`src/rtl/multicycle_sequencer.sv`:
```
// Multicycle instruction sequencer: IDLE/FETCH/EXEC/WB/HALT control FSM with PC, IR and flag register.
// Optional single-step PAUSE state is enabled by defining SEQ_STEP_EN.
module multicycle_sequencer (
  input  logic        clk,
  input  logic        reset,
  input  logic        start,
`ifdef SEQ_STEP_EN
  input  logic        step,
`endif
  input  logic [15:0] ReadInstr,
  input  logic [3:0]  ALUFlags,
  output logic [7:0]  InstrAddr,
  output logic        WE,
  output logic        ALUorM,
  output logic [2:0]  ALUCntr,
  output logic        ALUSrc2,
  output logic [1:0]  RDst3,
  output logic [1:0]  RSrc1,
  output logic [7:0]  Src2,
  output logic [2:0]  state,
  output logic        halted
);

  typedef enum logic [2:0] {
    S_IDLE  = 3'b000,
    S_FETCH = 3'b001,
    S_EXEC  = 3'b010,
    S_WB    = 3'b011,
    S_HALT  = 3'b100
`ifdef SEQ_STEP_EN
    , S_PAUSE = 3'b101
`endif
  } state_t;

`ifdef SEQ_STEP_EN
  localparam state_t RESUME = S_PAUSE;
`else
  localparam state_t RESUME = S_FETCH;
`endif

  state_t      state_q, state_d;
  logic [7:0]  pc_q, pc_d;
  logic [15:0] ir_q, ir_d;
  logic [3:0]  flags_q, flags_d;

  logic [2:0]  opcode;
  logic [1:0]  cond;
  logic        is_alu;
  logic        is_branch;
  logic        taken;
  logic        drive_fields;
  logic        flags_unused;

  assign opcode    = ir_q[15:13];
  assign cond      = ir_q[12:11];
  assign is_alu    = !(opcode[2] && opcode[1]);
  assign is_branch = (opcode == 3'b110);

  // Flags are {N,Z,C,V}; V is latched but no branch condition tests it.
  assign flags_unused = flags_q[0];

  always_comb begin
    unique case (cond)
      2'b00:   taken = 1'b1;
      2'b01:   taken = flags_q[2];
      2'b10:   taken = flags_q[3];
      default: taken = flags_q[1];
    endcase
  end

  // NOTE: every always_comb target gets a default first so no path can infer a latch.
  always_comb begin
    state_d = state_q;
    pc_d    = pc_q;
    ir_d    = ir_q;
    flags_d = flags_q;
    case (state_q)
      S_IDLE, S_HALT: begin
        if (start) begin
          pc_d    = 8'h00;
          state_d = S_FETCH;
        end
      end
      S_FETCH: begin
        ir_d    = ReadInstr;
        state_d = S_EXEC;
      end
      S_EXEC: begin
        if (is_alu) begin
          flags_d = ALUFlags;
          state_d = S_WB;
        end else if (is_branch) begin
          pc_d    = taken ? ir_q[7:0] : pc_q + 8'h01;
          state_d = RESUME;
        end else begin
          state_d = S_HALT;
        end
      end
      S_WB: begin
        pc_d    = pc_q + 8'h01;
        state_d = RESUME;
      end
`ifdef SEQ_STEP_EN
      S_PAUSE: begin
        if (step) state_d = S_FETCH;
      end
`endif
      default: state_d = S_IDLE;
    endcase
  end

  // NOTE: sequential state uses non-blocking assignments so all registers update together at the edge.
  always_ff @(posedge clk or posedge reset) begin
    if (reset) begin
      state_q <= S_IDLE;
      pc_q    <= 8'h00;
      ir_q    <= 16'h0000;
      flags_q <= 4'h0;
    end else begin
      state_q <= state_d;
      pc_q    <= pc_d;
      ir_q    <= ir_d;
      flags_q <= flags_d;
    end
  end

  // Field outputs are live only while an ALU op is executing or writing back.
  assign drive_fields = ((state_q == S_EXEC) && is_alu) || (state_q == S_WB);

  assign ALUCntr   = drive_fields ? opcode     : 3'b000;
  assign RDst3     = drive_fields ? ir_q[12:11] : 2'b00;
  assign RSrc1     = drive_fields ? ir_q[10:9]  : 2'b00;
  assign ALUSrc2   = drive_fields ? ir_q[8]     : 1'b0;
  assign Src2      = drive_fields ? ir_q[7:0]   : 8'h00;
  assign WE        = (state_q == S_WB);
  assign ALUorM    = 1'b0;
  assign InstrAddr = pc_q;
  assign state     = state_q;
  assign halted    = (state_q == S_HALT);

endmodule

```
`config.mk`:
```
export PLATFORM = sky130hd
export DESIGN_NAME = multicycle_sequencer
export DESIGN_NICKNAME = d
export VERILOG_FILES = /design/src/rtl/multicycle_sequencer.sv
export SDC_FILE = /design/constraint.sdc
export NUM_CORES = 1
export LEC_CHECK = 0
export CAP_MARGIN = 20
export CELL_PAD_IN_SITES_DETAIL_PLACEMENT = 1
export CELL_PAD_IN_SITES_GLOBAL_PLACEMENT = 1
export CORE_MARGIN = 3
export CORE_UTILIZATION = 31
export CTS_BUF_LIST = sky130_fd_sc_hd__clkbuf_16
export DETAILED_ROUTE_END_ITERATION = 10
export MAX_ROUTING_LAYER = met4
export PLACE_DENSITY = 0.78
export SYNTH_ARGS = -nofsm -noshare
export SYNTH_HDL_FRONTEND = slang
export SYNTH_SLANG_ARGS = --single-unit
```
`constraint.sdc`:
```
create_clock -name clk -period 1.6 [get_ports clk]
set_input_delay 0.16 -clock clk [delete_from_list [all_inputs] [get_ports clk]]
set_output_delay 0.16 -clock clk [all_outputs]
set_load 0.1 [all_outputs]
```
==> impl_metrics.tcl <==
set metrics [dict create \
    status "finished, violations left" \
    violations "negative setup slack" \
    rsz0062_at_grt "yes" \
    critPathRequiredTime_ps 1440 \
    setup_ws_ps -163.4 \
    r2r_end "InstrAddr[0]$_DFFE_PP0P_" \
    drt_first_pass_iters 4 \
    synth-seq-cells 30 \
    async_flop_share_pct 100.0 \
    period_share_pct 110.2 \
    synth_compound_area_share_pct 14.52 \
    clk_pin_slew_worst_paths_ps 60 \
    clk_latency_ps 280 \
    synth_nets 181 \
    ios 53 \
    hpwl_um 3988 \
    grt_max_degree 31 \
    multi_input_area_sq_um 1040 \
    setup_viol 44 \
    gp_congestion 0.8206 \
    clock_skew_ps 7.606 \
    hold_path.class "input pin to asynchronous set/reset pin" \
    dieArea_sq_um 6161 \
    ff_latch_area_sq_um 777.0 \
    crit_type "register to output port" \
    num_antenna_cells 0 \
    preCtsSetupSlack_ps -51.79 \
    clock-sinks 30 \
    met1_length_um 3283 \
    cp_data_arrival_time_ps 1600 \
    syn_area_sq_um 1629 \
    synth_area_per_cell_sq_um 10.38 \
    cap_viol_max_count 0 \
    overflow 0 \
    r2r_slack_ps -150 \
    hold_viol 0 \
    wl_met2_um 4145 \
    post-route-drc-count 0 \
    ys_seq_area_share_pct 46.08 \
    io_buffers 50 \
    holdWs_ps 290.2 \
    core_area_sq_um 4911 \
    wl_um 8200 \
    period_needed_ps 1763 \
    final_cell_mix "buf_4 (30), buf_12 (30), clkdlybuf4s50_1 (21), dfrtp_1 (19), and2_4 (14)" \
    synth_cells 157 \
    synth_cell_type_count 45 \
    rows 25 \
    postCtsHoldBufs 0 \
    synth_top_family_by_area "simple AND/OR/NAND/NOR gates" \
    synthSimpleGateAreaFrac_pct 20.74 \
    max_freq_mhz 567.1 \
    critPathLaunchType "register" \
    cts_max_level 2 \
    viasPerCell 5.617 \
    ant_nets 0 \
    synthAdderAreaFrac_pct 0.7680 \
    syn2layout_area_growth_pct 99.16 \
    nNetsFinal 272 \
    routed.top_layer "met4" \
    yosys-mux-area-fraction_pct 12.98 \
    slew_viol_final 0 \
    ys.flop_type "dfrtp_1" \
    yosysWarnings 0 \
    numCtsBuffers 5 \
    die_h_um 78.49 \
    grt_pass1_wl_um 10980 \
    cp-end-kind "output port" \
    ff2ff_path_depth 5 \
    routedWlPerCell_um 25.95 \
    cp_max_fo 7 \
    fill_cells 475 \
    synth_xor_area_share_pct 0.5376 \
    drive_above_1_share_pct 58.63 \
    wl_met3_um 498 \
    grt_pass1_vias 1930 \
    clk_path_buf_depth 2 \
    fin_util_pct 66.06 \
    cts_tree "done" \
    via_count 1775 \
    worstReg2RegStart "state[1]$_DFFE_PP0P_" \
    synth_edf_count 0 \
    die_w_um 78.49 \
    grt_use_total_pct 24.49 \
    antenna_found_initial 0 \
    drtIter0Drc 148 \
    start_util_pct 33.17 \
    cts-root-buf "clkbuf_16" \
]
-- state kept, by name, indices dropped and copies added (netlist names) --
register and count:
ir_q 16, InstrAddr 8, state 3, flags_q 3
-- worst max path at each step --
stage                              start                        to  slack [ps]  cells after the start
floorplan           state[0]$_DFFE_PP0P_      state[2]$_DFFE_PP0P_        -350                      3
global placement                   start  InstrAddr[0]$_DFFE_PP0P_         -10                      6
detailed placement                 start  InstrAddr[7]$_DFFE_PP0P_         -50                      6
CTS                 state[2]$_DFFE_PP0P_                   Src2[1]        -110                      5
global route        state[1]$_DFFE_PP0P_  InstrAddr[0]$_DFFE_PP0P_        -200                      6
finish              state[1]$_DFFE_PP0P_                   Src2[1]        -160                      6
-- kinds of logic after synthesis --
logic type / after synthesis
compound gates: 33
xor+xnor: 1
fa+ha+maj: 1
buf+inv: 14
flops: 30
mux: 19
other cells: 1
simple gates: 58
-- per-stage QoR --
stage / TNS (ps) / std cells / area [sq um]
floorplan: -6424 / 157 / 1822
global placement: -16.87 / 292 / 2823
detailed placement: -180.5 / 292 / 2823
CTS: -1539 / 308 / 3080
global route: -5628 / 316 / 3244
finish: -4244 / 316 / 3244
-- per-layer routing --
layer  vias to the layer above  global-route usage, %
met4                         0                  4.196
met3                        24                  5.161
met2                        96                  42.55
met5                         -                      -
met1                       900                  29.77
li1                        755                      -
-- synthesized netlist by cell type (2+ instances only) --
| library cell | number | area, sq um |
|---|---|---|
| nor3b_1 | 2 | 15.01 |
| dfrtp_1 | 30 | 750.7 |
| a32oi_1 | 4 | 35.03 |
| and2_1 | 15 | 93.84 |
| a31oi_1 | 3 | 18.77 |
| buf_4 | 3 | 22.52 |
| nand4_1 | 3 | 18.77 |
| a21oi_1 | 6 | 30.03 |
| o21ai_0 | 3 | 15.01 |
| inv_1 | 7 | 26.28 |
| nor3_1 | 5 | 25.02 |
| buf_2 | 3 | 15.01 |
| o221ai_1 | 2 | 17.52 |
| mux2_2 | 14 | 157.7 |
| o21ai_1 | 4 | 20.02 |
| o21a_1 | 2 | 15.01 |
| mux2_1 | 3 | 33.78 |
| nor2_1 | 6 | 22.52 |
| nand2_1 | 8 | 30.03 |
| nand2b_1 | 2 | 12.51 |
| nand3_1 | 5 | 25.02 |
| mux2i_1 | 2 | 20.02 |
| nor2b_1 | 3 | 18.77 |
-- final cells by class --
type	count	share of cell area, %
clock buffers	5	3.857
well taps	67	2.584
flip-flops and latches	30	23.95
multi-input cells	113	32.05
clock inverters	3	0.3857
inverters	7	0.9256
repair buffers	91	36.25
-- critical path: stages, from the launching register on --
cell      delay [ps]
dfrtp_4          490
buf_4            170
nand2b_4         120
nor2_4            60
buf_6            140
and2_4           170
buf_12           160
-- what timing repair did --
| action | in CTS | in global routing |
|---|---|---|
| gates resized for setup | 19 | 18 |
| cloned | 1 | 2 |
| buffers inserted | 7 | 6 |
| endpoints found under the setup margin | 18 | 40 |
| pin swaps | 12 | 1 |
Power is not shown: default switching activity piles up to over one toggle a cycle in this logic, so the estimate is an artifact.
